--- src/rtl/addsub_seq_arbiter_if.sv ---
// Requester and datapath signal bundle for the nibble-serial add/sub arbiter.
// slave = arbiter side, master = requesters plus the 4-bit add/sub slice.
interface addsub_seq_arbiter_if #(
  parameter int unsigned NIB = 4
);
  localparam int unsigned W = 4 * NIB;

  logic         req0, req1;
  logic         sub0, sub1;
  logic [W-1:0] a0, b0, a1, b1;
  logic         gnt0, gnt1;
  logic         done0, done1;
  logic [W-1:0] result;
  logic         cout, ovf, busy;
  logic [3:0]   dp_a, dp_b;
  logic         dp_cin, dp_s;
  logic [3:0]   dp_sum;
  logic         dp_cout;

  modport slave (
    input  req0, req1, sub0, sub1, a0, b0, a1, b1, dp_sum, dp_cout,
    output gnt0, gnt1, done0, done1, result, cout, ovf, busy,
           dp_a, dp_b, dp_cin, dp_s
  );

  modport master (
    output req0, req1, sub0, sub1, a0, b0, a1, b1, dp_sum, dp_cout,
    input  gnt0, gnt1, done0, done1, result, cout, ovf, busy,
           dp_a, dp_b, dp_cin, dp_s
  );
endinterface

--- src/rtl/addsub_seq_arbiter.sv ---
// Round-robin arbiter sharing one 4-bit add/sub slice between two requesters,
// running W-bit operations one nibble per clock with a chained carry.
module addsub_seq_arbiter #(
  parameter int unsigned NIB = 4
) (
  input  logic                 clk,
  input  logic                 rst,
  addsub_seq_arbiter_if.slave  bus
);
  localparam int unsigned W  = 4 * NIB;
  localparam int unsigned KW = (NIB > 1) ? $clog2(NIB) : 1;

  typedef enum logic [1:0] {IDLE, RUN, DONE} state_t;

  state_t        r_state, w_state_nxt;
  logic [KW-1:0] r_k;
  logic [W-1:0]  r_a, r_b, r_res_nxt, r_result;
  logic          r_sub, r_carry, r_cout, r_ovf;
  logic          r_owner, r_last;

  logic          w_grant, w_owner, w_last_nib;
  logic [3:0]    w_dp_a, w_dp_b;
  logic          w_dp_cin, w_dp_s;
  logic [W-1:0]  w_final;

  // Partial result shifts right each nibble, so the final value is the
  // current slice output on top of the NIB-1 nibbles already captured.
  assign w_final    = {bus.dp_sum, r_res_nxt[W-1:4]};
  assign w_last_nib = (r_k == KW'(NIB - 1));

  always_comb begin
    w_state_nxt = r_state;
    w_grant     = 1'b0;
    w_owner     = (bus.req0 && bus.req1) ? ~r_last : bus.req1;
    w_dp_a      = '0;
    w_dp_b      = '0;
    w_dp_cin    = 1'b0;
    w_dp_s      = 1'b0;
    case (r_state)
      IDLE: begin
        if (bus.req0 || bus.req1) begin
          w_grant     = 1'b1;
          w_state_nxt = RUN;
        end
      end
      RUN: begin
        w_dp_a   = r_a[{r_k, 2'b00} +: 4];
        w_dp_b   = r_b[{r_k, 2'b00} +: 4];
        w_dp_cin = r_carry;
        w_dp_s   = r_sub;
        if (w_last_nib) w_state_nxt = DONE;
      end
      DONE:    w_state_nxt = IDLE;
      default: w_state_nxt = IDLE;
    endcase
  end

  always_ff @(posedge clk or posedge rst) begin
    if (rst) r_state <= IDLE;
    else     r_state <= w_state_nxt;
  end

  always_ff @(posedge clk or posedge rst) begin
    if (rst) begin
      r_k       <= '0;
      r_a       <= '0;
      r_b       <= '0;
      r_sub     <= 1'b0;
      r_carry   <= 1'b0;
      r_res_nxt <= '0;
      r_result  <= '0;
      r_cout    <= 1'b0;
      r_ovf     <= 1'b0;
      r_owner   <= 1'b0;
      r_last    <= 1'b1;
    end else begin
      case (r_state)
        IDLE: begin
          if (w_grant) begin
            r_owner <= w_owner;
            r_a     <= w_owner ? bus.a1 : bus.a0;
            r_b     <= w_owner ? bus.b1 : bus.b0;
            r_sub   <= w_owner ? bus.sub1 : bus.sub0;
            r_carry <= w_owner ? bus.sub1 : bus.sub0;
            r_k     <= '0;
          end
        end
        RUN: begin
          r_res_nxt <= w_final;
          r_carry   <= bus.dp_cout;
          r_k       <= r_k + 1'b1;
          // Result/cout/ovf load on the edge into DONE so they are already
          // valid during the DONE cycle and held until the next one.
          if (w_last_nib) begin
            r_result <= w_final;
            r_cout   <= bus.dp_cout;
            r_ovf    <= (r_a[W-1] == (r_b[W-1] ^ r_sub)) &&
                        (bus.dp_sum[3] != r_a[W-1]);
          end
        end
        DONE:    r_last <= r_owner;
        default: ;
      endcase
    end
  end

  assign bus.busy   = (r_state != IDLE);
  assign bus.gnt0   = (r_state != IDLE) && !r_owner;
  assign bus.gnt1   = (r_state != IDLE) &&  r_owner;
  assign bus.done0  = (r_state == DONE) && !r_owner;
  assign bus.done1  = (r_state == DONE) &&  r_owner;
  assign bus.result = r_result;
  assign bus.cout   = r_cout;
  assign bus.ovf    = r_ovf;
  assign bus.dp_a   = w_dp_a;
  assign bus.dp_b   = w_dp_b;
  assign bus.dp_cin = w_dp_cin;
  assign bus.dp_s   = w_dp_s;
endmodule

--- src/flat_wrapper.sv ---
// flat-port wrapper written by rule: the top's interface ports become plain ports
module addsub_seq_arbiter_flat 
#(
  parameter int unsigned NIB = 4
)
  (clk, rst, bus_req0, bus_req1, bus_sub0, bus_sub1, bus_a0, bus_b0, bus_a1, bus_b1, bus_dp_sum, bus_dp_cout, bus_gnt0, bus_gnt1, bus_done0, bus_done1, bus_result, bus_cout, bus_ovf, bus_busy, bus_dp_a, bus_dp_b, bus_dp_cin, bus_dp_s);
  addsub_seq_arbiter_if #(.NIB(NIB)) bus_i ();
  input  logic clk;
  input  logic rst;
  input wire logic [$bits(bus_i.req0)-1:0] bus_req0;
  input wire logic [$bits(bus_i.req1)-1:0] bus_req1;
  input wire logic [$bits(bus_i.sub0)-1:0] bus_sub0;
  input wire logic [$bits(bus_i.sub1)-1:0] bus_sub1;
  input wire logic [$bits(bus_i.a0)-1:0] bus_a0;
  input wire logic [$bits(bus_i.b0)-1:0] bus_b0;
  input wire logic [$bits(bus_i.a1)-1:0] bus_a1;
  input wire logic [$bits(bus_i.b1)-1:0] bus_b1;
  input wire logic [$bits(bus_i.dp_sum)-1:0] bus_dp_sum;
  input wire logic [$bits(bus_i.dp_cout)-1:0] bus_dp_cout;
  output wire logic [$bits(bus_i.gnt0)-1:0] bus_gnt0;
  output wire logic [$bits(bus_i.gnt1)-1:0] bus_gnt1;
  output wire logic [$bits(bus_i.done0)-1:0] bus_done0;
  output wire logic [$bits(bus_i.done1)-1:0] bus_done1;
  output wire logic [$bits(bus_i.result)-1:0] bus_result;
  output wire logic [$bits(bus_i.cout)-1:0] bus_cout;
  output wire logic [$bits(bus_i.ovf)-1:0] bus_ovf;
  output wire logic [$bits(bus_i.busy)-1:0] bus_busy;
  output wire logic [$bits(bus_i.dp_a)-1:0] bus_dp_a;
  output wire logic [$bits(bus_i.dp_b)-1:0] bus_dp_b;
  output wire logic [$bits(bus_i.dp_cin)-1:0] bus_dp_cin;
  output wire logic [$bits(bus_i.dp_s)-1:0] bus_dp_s;
  assign bus_i.req0 = bus_req0;
  assign bus_i.req1 = bus_req1;
  assign bus_i.sub0 = bus_sub0;
  assign bus_i.sub1 = bus_sub1;
  assign bus_i.a0 = bus_a0;
  assign bus_i.b0 = bus_b0;
  assign bus_i.a1 = bus_a1;
  assign bus_i.b1 = bus_b1;
  assign bus_i.dp_sum = bus_dp_sum;
  assign bus_i.dp_cout = bus_dp_cout;
  assign bus_gnt0 = bus_i.gnt0;
  assign bus_gnt1 = bus_i.gnt1;
  assign bus_done0 = bus_i.done0;
  assign bus_done1 = bus_i.done1;
  assign bus_result = bus_i.result;
  assign bus_cout = bus_i.cout;
  assign bus_ovf = bus_i.ovf;
  assign bus_busy = bus_i.busy;
  assign bus_dp_a = bus_i.dp_a;
  assign bus_dp_b = bus_i.dp_b;
  assign bus_dp_cin = bus_i.dp_cin;
  assign bus_dp_s = bus_i.dp_s;
  addsub_seq_arbiter #(.NIB(NIB)) u_core (.clk(clk), .rst(rst), .bus(bus_i));
endmodule
--- config.mk ---
export PLATFORM = sky130hd
export DESIGN_NAME = addsub_seq_arbiter_flat
export DESIGN_NICKNAME = d
export VERILOG_FILES = /design/src/rtl/addsub_seq_arbiter_if.sv /design/src/rtl/addsub_seq_arbiter.sv /design/src/flat_wrapper.sv
export SDC_FILE = /design/constraint.sdc
export NUM_CORES = 1
export LEC_CHECK = 0
export ABC_CLOCK_PERIOD_IN_PS = 3000
export BUFFER_PORTS_ARGS = -buffer_cell sky130_fd_sc_hd__clkbuf_2
export CORE_MARGIN = 2
export CORE_UTILIZATION = 45
export CTS_BUF_LIST = sky130_fd_sc_hd__clkbuf_4
export DETAILED_ROUTE_END_ITERATION = 10
export GPL_TIMING_DRIVEN = 0
export PLACE_DENSITY = 0.77
export RECOVER_POWER = 25
export SLEW_MARGIN = 20
export SYNTH_ARGS = -nofsm -noshare
export SYNTH_HDL_FRONTEND = slang
export SYNTH_SLANG_ARGS = --single-unit
--- constraint.sdc ---
create_clock -name clk -period 3 [get_ports clk]
set_clock_uncertainty 0.2 [all_clocks]
set_input_delay 0 -clock clk [delete_from_list [all_inputs] [get_ports clk]]
set_output_delay 0 -clock clk [all_outputs]
set_load 0.1 [all_outputs]
==> results.txt <==
Yosys mapped a number of flops with a built-in enable equal to 0. The number of clock buffers inserted by TritonCTS was 9; the iteration count of the initial detailed-routing pass was 4. The share of synthesized flip-flops with an asynchronous set or reset works out to 100%. The worst register-to-register path begins at u_core.r_last. After Yosys synthesis, XOR and XNOR cells account for 0.244% of the synthesized area. The beginning of the critical path is u_core.r_last. After layout, the worst path uses 97.6% of the clock period. The critical path is of the reg -> reg type. Traced cell by cell, the critical path runs through a21boi_4 -> buf_6 -> mux2_4 -> dlygate4sd3_1 -> mux2_4 -> dlygate4sd3_1. The maximum cell stage delay along the critical path was 570 ps; the number of buffers between clock root and the deepest sink was 2.

Max capacitance violation total: 0. The initial standard-cell utilization of the core is 46.5%, and the time the worst path needs with I/O delays and setup is 2930 ps. Setup repair after global routing left no endpoint under its margin. The insertion delay to the later sink of the worst-skew pair came out at 400 ps. Number of global-route vias before repair: 3010. The maximum fanout count along the critical path was 10; the number of levels in the clock H-tree was 3. The synthesized netlist devotes 2.26% of its cell area to compound gates. The number of cells on the worst reg-to-reg path was 6; the final count of pins violating max slew was 0. For this design, the slowest cell found on the critical path is sky130_fd_sc_hd__dlygate4sd3_1.

The routed via count was 2766. The final net count is 535. For the initial antenna violation count, the log shows 0. Adding up every negative setup slack in the final design gives 0 ps. Data on the critical path arrives at its endpoint at 3020 ps. Setup violations remaining at the end of the flow were counted as 0. The number of setup buffers added after CTS is 0.

The logs give 32 for the site row count and 48.8% for the sequential share of the synthesized area. For this run, the leading register cell type out of synthesis is sky130_fd_sc_hd__dfrtp_1. The total number of yosys warnings was 0; the vertical die dimension was 93.4 µm. Entering global routing, the biggest net connects 40 pins.

Wires add up to 8630 µm. The tools report the cell area after synthesis as 0.00359 mm². For the top-level I/O count, the log shows 108.

The fraction of final layout cells with drive strength greater than 1 is 47.0%, and the transition at the pin with the smallest max-transition slack is 1440 ps. The type of the tightest min-delay check is in -> reg. The clock transition at the registers of the reported paths was 130 ps; the detailed placement HPWL was 5430 µm. The flow ran to the end, and the final reports show no timing, DRC or antenna violations.

Measured along the x axis, the die boundary spans 93.4 µm. Measured against its own limit, the worst slew margin works out to 3.58%. The count of distinct cell types in the synthesized netlist is 26, and the fraction of synthesized area in multiplexers is 37.1%. Clock tree synthesis selected as its root buffer the cell sky130_fd_sc_hd__clkbuf_4. Synthesis inferred 70 register bits. The worst hold path begins at bus_dp_sum[2]. The detailed-route vias per instance was 4.88; the synthesized-area fraction occupied by and/or/nand/nor cells was 7.76%.

The core region is 0.00773 mm². Based on the critical path, the design can be clocked at up to 341 MHz. The average size of a mapped cell came out at 13.9 µm². The count of endpoints failing hold in the final timing report is 0.

The worst setup path is captured at a flop. Relative to the synthesized area, the layout overhead comes to 46.2%. The congestion estimate from routability-driven global placement came to 0.795. In this run the remaining antenna-violating nets after routing total 0.

Along the worst hold path, the cell count comes to 4. The count of input and output buffers was 107; the total DRC errors in the routed layout was 0. Global routing used 21.4% of the available tracks across all layers. The run gives 0.00872 mm² as the floorplan die area. Kind of start point of the critical path: a flop. For this run the aggregate overflow at the end of global routing stands at 0.

Of the total synthesized cell area, the portion taken by full adders, half adders and majority gates is 0.348%. In the synthesized netlist, the number of instances is 258. The number of nets handed over by synthesis was 334. The wire length of the first global-routing pass is 14200 µm. After detailed routing, the average wire length per cell comes to 15.2 µm. Required time reported for the critical path endpoint: 3100 ps. In this run, the number of DRC markers left after iteration 0 of detailed routing was 76. TritonCTS built the clock tree.

The TritonCTS sink count was 70. After synthesis, the largest family of logic cells by area is multiplexers.
==> layout make-up <==
class	count	area (µm²)
antenna	1	2.50
buffer	14	108
clock buffer	9	67.6
clock inverter	7	97.6
fill	552	2470
inverter	5	20.0
multi-input combinational	169	1710
sequential	70	1750
tap	102	128
timing repair buffer	190	1370
==> through the flow <==
stage / setup WS (ps) / area [µm²] / utilization [%] / instances / hold WS (ps)
2_1_floorplan: 685 / 3590 / - / 258 / -94.6
3_3_place_gp: 249 / 4260 / 55.1 / 467 / 10.9
3_5_place_dp: 872 / 4280 / 55.4 / 468 / -179
4_1_cts: 86.5 / 5270 / 68.2 / 566 / 109
5_1_grt: 22.9 / 5250 / 68.0 / 566 / 141
6_report: 71.3 / 5260 / 68.0 / 567 / 152
==> registers in the layout, summed over array words and instances, names as in the netlist <==
name / cells
u_core.r_sub: 1
u_core.bus.cout: 1
u_core.r_carry: 1
u_core.r_res_nxt: 12
u_core.r_b: 16
u_core.bus.result: 16
u_core.r_a: 16
u_core.r_k: 2
u_core.r_last: 1
u_core.r_state: 2
u_core.bus.ovf: 1
u_core.r_owner: 1
==> placed cells by master (no fill, tap or decap) <==
master / synthesis / layout
sky130_fd_sc_hd__clkbuf_2: 0 / 99
sky130_fd_sc_hd__dlygate4sd3_1: 0 / 82
sky130_fd_sc_hd__dfrtp_1: 69 / 69
sky130_fd_sc_hd__mux2_4: 56 / 56
sky130_fd_sc_hd__nand2_1: 41 / 41
sky130_fd_sc_hd__mux2_2: 25 / 25
sky130_fd_sc_hd__clkbuf_1: 4 / 13
sky130_fd_sc_hd__and2_1: 9 / 9
sky130_fd_sc_hd__clkbuf_4: 0 / 9
sky130_fd_sc_hd__mux4_2: 8 / 8
sky130_fd_sc_hd__buf_6: 7 / 7
sky130_fd_sc_hd__o21ai_0: 6 / 6
sky130_fd_sc_hd__nor2_1: 5 / 5
sky130_fd_sc_hd__inv_1: 5 / 4
sky130_fd_sc_hd__nor2b_1: 3 / 3
sky130_fd_sc_hd__mux2i_1: 3 / 3
sky130_fd_sc_hd__nand2b_1: 2 / 2
sky130_fd_sc_hd__o21ai_1: 2 / 2
sky130_fd_sc_hd__buf_2: 3 / 2
sky130_fd_sc_hd__clkinvlp_4: 0 / 2
sky130_fd_sc_hd__bufinv_16: 0 / 2
sky130_fd_sc_hd__diode_2: 0 / 1
sky130_fd_sc_hd__nand3b_1: 1 / 1
sky130_fd_sc_hd__nor2_2: 1 / 1
sky130_fd_sc_hd__o21a_1: 1 / 1
sky130_fd_sc_hd__a21boi_4: 1 / 1
sky130_fd_sc_hd__nor3_1: 1 / 1
sky130_fd_sc_hd__o211ai_1: 1 / 1
sky130_fd_sc_hd__clkinvlp_2: 0 / 1
sky130_fd_sc_hd__a21o_1: 1 / 1
sky130_fd_sc_hd__xnor2_1: 1 / 1
sky130_fd_sc_hd__ha_1: 1 / 1
sky130_fd_sc_hd__clkinv_2: 0 / 1
sky130_fd_sc_hd__inv_6: 0 / 1
sky130_fd_sc_hd__clkinv_4: 0 / 1
sky130_fd_sc_hd__buf_12: 0 / 1
sky130_fd_sc_hd__dfstp_2: 1 / 1
==> kinds of logic (layout without fill, tap and decap cells) <==
| logic type | count (synthesis) | after routing |
|---|---|---|
| buffers and inverters | 19 | 225 |
| AND/OR/NAND/NOR | 63 | 63 |
| flip-flops | 70 | 70 |
| AO/OA/AOI/OAI | 12 | 12 |
| multiplexers | 92 | 92 |
| other | 0 | 1 |
| adder cells (fa/ha/maj) | 1 | 1 |
| XOR/XNOR | 1 | 1 |
==> repair_timing <==
item                      CTS  global route
hold endpoints to repair  117             0
hold buffers               82             0
gates resized for setup     0             0
==> cells in the mapped netlist, drive strengths merged (3+ instances only) <==
cell    instances  share of area [%]
and2            9                1.6
buf            10                2.6
clkbuf          4               0.42
dfrtp          69                 48
inv             5               0.52
mux2           81                 31
mux2i           3               0.84
mux4            8                5.0
nand2          41                4.3
nor2            6               0.70
nor2b           3               0.52
o21ai           8                1.1
==> worst max-delay path, delay by kind of cell (launching register included) <==
family	cells	cell delay, ps
buffers and inverters	3	1360
flip-flops	1	400
multiplexers	2	570
AO/OA/AOI/OAI	1	300
==> layer usage <==
layer	vias to the layer above	global-route usage, %	routed length (µm)
met5	-	0	0
met4	0	9.31	197
met3	19	3.46	317
met2	79	39.0	4680
met1	1371	24.5	3430
li1	1297	-	-
==> path summary, 6_finish.rpt <==
kind	to	slack [ps]
min in group asynchronous	u_core.r_b[9]	810
setup reg to reg	u_core.r_b[10]	70
hold / removal	u_core.r_res_nxt[14]	150
hold reg to reg	u_core.r_res_nxt[6]	290
setup / recovery	u_core.r_b[10]	70
max in group asynchronous	u_core.r_a[11]	1010
Power is left out: the tool's default activity adds up to more than one toggle a clock period on the data nets, which glitch-free logic cannot reach.
